## src/rtl/riscv_pkg.sv

```systemverilog
// Shared RISC-V datapath definitions: widths, the canonical NOP and the
// IF/ID pipeline register layout used by fetch and decode.
package riscv_pkg;

    localparam int          XLEN             = 32;
    localparam logic [31:0] NOP_INST         = 32'h0000_0013;  // addi x0, x0, 0
    localparam logic [31:0] RESET_PC_DEFAULT = 32'h0000_0000;

    typedef struct packed {
        logic            valid;
        logic [XLEN-1:0] pc;
        logic [XLEN-1:0] pc_plus4;
        logic [31:0]     inst;
    } ifid_t;

    // Bubble contents written on reset and on a redirect squash.
    function automatic ifid_t ifid_bubble();
        ifid_t b;
        b.valid    = 1'b0;
        b.pc       = '0;
        b.pc_plus4 = '0;
        b.inst     = NOP_INST;
        return b;
    endfunction

endpackage

```

## src/rtl/pc_reg.sv

```systemverilog
// Program counter: reset load, hold on stall, word-aligned redirect
// (which beats stall) and sequential +4 advance with natural wrap.
module pc_reg #(
    parameter int              XLEN     = 32,
    parameter logic [XLEN-1:0] RESET_PC = '0
) (
    input  logic            clk,
    input  logic            rst,
    input  logic            stall,
    input  logic            redirect_valid,
    input  logic [XLEN-1:0] redirect_pc,
    output logic [XLEN-1:0] pc,
    output logic [XLEN-1:0] pc_plus4
);

    logic [XLEN-1:0] pc_q;

    assign pc       = pc_q;
    assign pc_plus4 = pc_q + XLEN'(4);

    // PC update: reset, then redirect, then stall hold, otherwise advance.
    always_ff @(posedge clk) begin
        if (rst) begin
            pc_q <= RESET_PC;
        end else if (redirect_valid) begin
            // Low bits are dropped; misalignment is reported by the fetch stage.
            pc_q <= {redirect_pc[XLEN-1:2], 2'b00};
        end else if (!stall) begin
            pc_q <= pc_plus4;
        end
    end

endmodule

```

## src/rtl/if_stage.sv

```systemverilog
// Instruction fetch stage: drives the PC to the asynchronous IMEM and
// captures the returned word with its PC into the IF/ID register.
// XLEN must match riscv_pkg::XLEN because the IF/ID layout is shared.
module if_stage #(
    parameter int              XLEN     = riscv_pkg::XLEN,
    parameter logic [XLEN-1:0] RESET_PC = riscv_pkg::RESET_PC_DEFAULT
) (
    input  logic            clk,
    input  logic            rst,
    input  logic            stall,
    input  logic            redirect_valid,
    input  logic [XLEN-1:0] redirect_pc,
    output logic [XLEN-1:0] imem_pc,
    input  logic [31:0]     imem_inst,
    output logic            ifid_valid,
    output logic [XLEN-1:0] ifid_pc,
    output logic [XLEN-1:0] ifid_pc_plus4,
    output logic [31:0]     ifid_inst,
    output logic            fetch_misalign
);

    import riscv_pkg::*;

    logic [XLEN-1:0] pc_q;
    logic [XLEN-1:0] pc_plus4;
    ifid_t           ifid_q;
    logic            misalign_q;

    pc_reg #(
        .XLEN     (XLEN),
        .RESET_PC (RESET_PC)
    ) u_pc_reg (
        .clk            (clk),
        .rst            (rst),
        .stall          (stall),
        .redirect_valid (redirect_valid),
        .redirect_pc    (redirect_pc),
        .pc             (pc_q),
        .pc_plus4       (pc_plus4)
    );

    assign imem_pc = pc_q;

    // IF/ID register: squash on redirect, hold on stall, else capture fetch.
    always_ff @(posedge clk) begin
        if (rst) begin
            ifid_q <= ifid_bubble();
        end else if (redirect_valid) begin
            ifid_q <= ifid_bubble();
        end else if (!stall) begin
            ifid_q.valid    <= 1'b1;
            ifid_q.pc       <= pc_q;
            ifid_q.pc_plus4 <= pc_plus4;
            ifid_q.inst     <= imem_inst;
        end
    end

    // Misalign flag is a single-cycle pulse following a redirect edge.
    always_ff @(posedge clk) begin
        if (rst) begin
            misalign_q <= 1'b0;
        end else if (redirect_valid) begin
            misalign_q <= |redirect_pc[1:0];
        end else begin
            misalign_q <= 1'b0;
        end
    end

    assign ifid_valid     = ifid_q.valid;
    assign ifid_pc        = ifid_q.pc;
    assign ifid_pc_plus4  = ifid_q.pc_plus4;
    assign ifid_inst      = ifid_q.inst;
    assign fetch_misalign = misalign_q;

endmodule

```

## config.mk

```make
export PLATFORM = sky130hd
export DESIGN_NAME = if_stage
export DESIGN_NICKNAME = d
export VERILOG_FILES = /design/src/rtl/riscv_pkg.sv /design/src/rtl/pc_reg.sv /design/src/rtl/if_stage.sv
export SDC_FILE = /design/constraint.sdc
export NUM_CORES = 1
export LEC_CHECK = 0
export BUFFER_PORTS_ARGS = -buffer_cell sky130_fd_sc_hd__clkbuf_2
export CAP_MARGIN = 15
export CORE_MARGIN = 5
export CORE_UTILIZATION = 45
export DETAILED_ROUTE_END_ITERATION = 16
export HOLD_SLACK_MARGIN = 0.08
export PLACE_DENSITY = 0.74
export SLEW_MARGIN = 30
export SYNTH_ARGS = -nofsm -noshare
export SYNTH_HDL_FRONTEND = slang
export SYNTH_SLANG_ARGS = --single-unit
export TNS_END_PERCENT = 5
```

## constraint.sdc

```tcl
create_clock -name clk -period 2.9 [get_ports clk]
set_input_delay 0.29 -clock clk [delete_from_list [all_inputs] [get_ports clk]]
set_output_delay 0.29 -clock clk [all_outputs]
set_load 0.05 [all_outputs]
```

Yosys cells after proc, flatten, opt, wreduce, memory -nomap -nowiden
Cells that the tools add are included.
{"block": "totals", "output_inout_bits": 130, "register_bits": 130}
{"block": "op_classes", "bitwise_logic": 1, "reduce_logical": 3, "add_sub_neg": 1, "eq_ne": 1, "mux": 2}
{"op": "32-bit 2-to-1 mux", "n": 2}
{"op": "32-bit by 3-bit adder with 32-bit output, second input constant", "n": 1}
{"op": "2-bit OR reduction", "n": 3}
{"op": "2-bit by 1-bit != test with 1-bit output, second input constant", "n": 1}
{"op": "1-bit NOT", "n": 1}

Longest topological paths before layout
{"block": "depth", "ltp_word": 3, "mapped_depth": 7, "ltp_nobuf": 5}

Modules after synthesis
Synthesis repeated with hierarchy kept, for this count alone.
{"block": "unflattened", "hier_cells": 615, "hier_area_um2": 5985.7}
{"module": "if_stage", "n_inst": 1, "cells_per_inst": 318, "area_each_um2": 3623.5, "seq_area_each_um2": 1961.9}
{"module": "pc_reg", "n_inst": 1, "cells_per_inst": 297, "area_each_um2": 2362.3, "seq_area_each_um2": 600.6}

Worst setup path before layout
Ideal clock, no wire load.
{"block": "synth_timing", "kind": "register to register", "start": "register u_pc_reg.pc_q[2], in the netlist u_pc_reg.pc[2]", "end": "register u_pc_reg.pc_q[28], in the netlist u_pc_reg.pc[28]", "stages_incl_launch_ff": 8, "setup_slack_ns": 0.362, "setup_time_ns": 0.091, "arrival_time_ns": 2.447, "required_ns": 2.809, "cell_sequence": "dfxtp_1 > ha_1 > clkbuf_1 > nand4b_1 > or4_1 > buf_2 > or4_1 > a311oi_1"}
{"block": "synth_between", "elab_chain_cells": 3}
{"element": "start: declaration", "line_no": "pc_reg.sv:16", "rtl": "logic [XLEN-1:0] pc_q;"}
{"element": "start signal: assignment", "line_no": "pc_reg.sv:27", "rtl": "pc_q <= {redirect_pc[XLEN-1:2], 2'b00};"}
{"element": "start signal: assignment", "line_no": "pc_reg.sv:29", "rtl": "pc_q <= pc_plus4;"}
{"element": "32-bit by 3-bit adder with 32-bit output", "line_no": "pc_reg.sv:19", "rtl": "assign pc_plus4 = pc_q + XLEN'(4);"}
{"element": "32-bit 2-to-1 mux", "line_no": "pc_reg.sv:28", "rtl": "end else if (!stall) begin"}
{"element": "32-bit 2-to-1 mux", "line_no": "pc_reg.sv:25", "rtl": "end else if (redirect_valid) begin"}
No other way between the ends. The select of a mux whose other input is x is not followed.
A chain may end at the register's enable or synchronous reset.

Worst setup path in the final report
{"block": "layout_timing", "start": "register u_pc_reg.pc_q[2], in the netlist u_pc_reg.pc[2]", "end": "register u_pc_reg.pc_q[26], in the netlist u_pc_reg.pc[26]"}
The elaborated chain is that of the path after synthesis.

==> results.json <==
{
  "status": "finished clean",
  "postRouteWirelength_um": 16100,
  "ys_seq_area_share_pct": 45.5,
  "hold_viol_final": 0,
  "largest_reg_flops": 32,
  "final-max-slew-violation-count": 0,
  "grt-ovfl-total": 0,
  "antenna_cells": 0,
  "grt_max_degree": 45,
  "clk_latency_ps": 410,
  "drc": 0,
  "drive_above_1_share_pct": 30.2,
  "cts_hold_buf": 0,
  "end_kind": "flip-flop",
  "ys_types": 41,
  "setup_violations": 0,
  "register_area_um2": 2480,
  "antenna_found_initial": 0,
  "dieHeight_um": 120,
  "crit_path_max_fanout": 9,
  "ctsHtreeMaxLevel": 4,
  "clock_path_buffers": 2,
  "comb_power_share_pct": 14.0,
  "synth-edff-count": 0,
  "num-fill-cells": 1093,
  "die_area_um2": 14400,
  "critical_path_class": "reg -> reg",
  "wire_per_inst_um": 17.1,
  "crit_required_ps": 3220,
  "gp_congestion": 0.960,
  "p_per_area_nw_per_um2": 649,
  "internal_power_w": 0.00330,
  "cts_resized": 0,
  "period_needed_ps": 2380,
  "worstMarginPinSlew_ps": 771,
  "ys_seq_elements": 124,
  "dp_hpwl_um": 11800,
  "synth_warnings": 0,
  "clk_pin_slew_ps": 50,
  "hp-class": "in -> reg",
  "via_per_inst": 5.56,
  "multi_input_area_um2": 2670,
  "first_pass_iters": 5,
  "critPathArrivalTime_ps": 2700,
  "ir_drop_uv": 399,
  "whs_ps": 105,
  "fin_setup_tns_ps": 0,
  "reg2reg_slack_ps": 520,
  "nets": 851,
  "coreArea_um2": 12000,
  "fp.dieW_um": 120,
  "rsz0062_at_grt": "no",
  "swShare_pct": 27.7,
  "num_vias": 5236,
  "p_seq_share_pct": 40.9,
  "synth-main-ff-cell": "dfxtp_1",
  "drv_cap": 0,
  "critPathLaunchType": "flip-flop",
  "syn_area_um2": 5460,
  "first_iter_violations": 379,
  "min_period_over_period_pct": 82.1,
  "leakage_nw": 3.07,
  "post_cts_buffers": 0,
  "initial_utilization_pct": 45.6,
  "numCtsBuffers": 17,
  "placement.io_buffers": 191,
  "power_switching_w": 0.00126,
  "cts-root-buf": "clkbuf_16",
  "syn_inst": 616,
  "clock_skew_ps": 7.67,
  "row_count": 40,
  "ant_nets": 0,
  "synthArstFlopShare_pct": 0,
  "clkPwrFrac_pct": 45.0,
  "cts_tree": "yes",
  "ios": 198,
  "grt_pass1_wl_um": 26000,
  "synth_area_per_cell_um2": 8.86,
  "fmax_mhz": 420,
  "track_usage_pct": 22.5,
  "area_delta_synth_final_pct": 28.8,
  "grt_pass1_vias": 5122,
  "slew_headroom_pct": 48.6,
  "cts_sinks": 124
}
==> path summary, 6_finish.rpt <==
kind | cells after the start | start | end
hold reg to reg | 2 | ifid_pc[25] | ifid_pc[25]
setup reg to reg | 5 | u_pc_reg.pc[2] | u_pc_reg.pc[26]
hold / removal | 3 | imem_inst[0] | ifid_inst[0]
setup / recovery | 5 | u_pc_reg.pc[2] | u_pc_reg.pc[26]
==> power by group through the flow <==
stage | sequential (W) | combinational, W | clock, W
after floorplan | 0.00210 | 0.000264 | 0
after global placement | 0.00189 | 0.000634 | 0
after detailed placement | 0.00190 | 0.000641 | 0
after CTS | 0.00187 | 0.000643 | 0.00209
after global routing | 0.00188 | 0.000685 | 0.00219
final | 0.00187 | 0.000640 | 0.00206
==> layer usage <==
layer	up-vias	routed length, µm	track usage [%]
met5	-	0	0
met4	0	357	9.31
met3	33	1430	6.97
met2	240	7720	36.5
met1	2439	6610	27.8
li1	2524	-	-
==> stage by stage <==
step	utilization, %	instances	area [µm²]	setup WS [ps]	total power (W)
detailed placement	53.9	910	6450	559	0.00254
finish	58.7	941	7030	519	0.00456
global route	58.7	941	7030	357	0.00475
global placement	53.9	910	6450	663	0.00253
floorplan	-	621	5470	362	0.00236
CTS	58.7	941	7030	547	0.00460
==> logic make-up after synthesis <==
group	Yosys count	synth area share (%)
multiplexers	59	10.8
AND/OR/NAND/NOR	213	19.9
AO/OA/AOI/OAI	118	13.7
buffers and inverters	76	5.92
flip-flops	124	45.5
adder cells (fa/ha/maj)	1	0.229
other	1	0.0687
XOR/XNOR	24	3.85
==> cell usage after synthesis, types with 5 or more instances <==
cell type  number  area (µm²)
a211oi_1       20         150
nand3_1        11        55.1
a21oi_1        30         150
nor4_1         12        75.1
inv_1          12        45.0
dfxtp_1       124        2480
nand2_1        29         109
buf_4           6        45.0
nor3_1         15        75.1
a2111oi_0       5        43.8
mux2i_1        59         591
o21ai_0        36         180
a311oi_1        8        70.1
nand4_1        11        68.8
a31oi_1         5        31.3
xnor2_1        20         175
clkbuf_1       41         154
or3_1           8        50.1
or4_1          10        75.1
nor2_1         91         342
buf_2          12        60.1
and4_1          8        70.1
==> worst max-delay path, cell delays in order, from the launching register on <==
cell	delay [ps]
dfxtp_1	430
ha_1	380
nand4b_1	160
or4_1	620
or4_1	460
a311oi_1	250
==> final cells by class <==
cell class,instances,share of cell area (%)
tap,147,2.62
clock inverter,7,1.25
timing repair buffer,205,15.1
sequential,124,35.3
multi-input combinational,421,38.0
inverter,13,0.694
clock buffer,24,7.00
==> placed cells by master (no fill, tap or decap), types with 4 or more instances in the layout <==
cell,Yosys,final
and4_1,8,8
nand2_1,29,29
o31ai_1,4,4
nor3_1,15,15
clkbuf_8,0,4
clkinv_2,0,4
a211oi_1,20,20
buf_4,6,15
o21ai_0,36,36
xor2_1,4,4
a31oi_1,5,5
conb_1,1,6
nand3_1,11,11
nor2_1,91,91
clkbuf_16,0,17
a21oi_1,30,30
or4_1,10,10
clkbuf_2,0,190
nand4_1,11,11
a2111oi_0,5,5
or3_1,8,8
mux2i_1,59,59
dfxtp_1,124,124
xnor2_1,20,20
inv_1,12,12
nor4_1,12,12
a311oi_1,8,8
a221oi_1,4,4
Power figures use the tool's default switching activity.
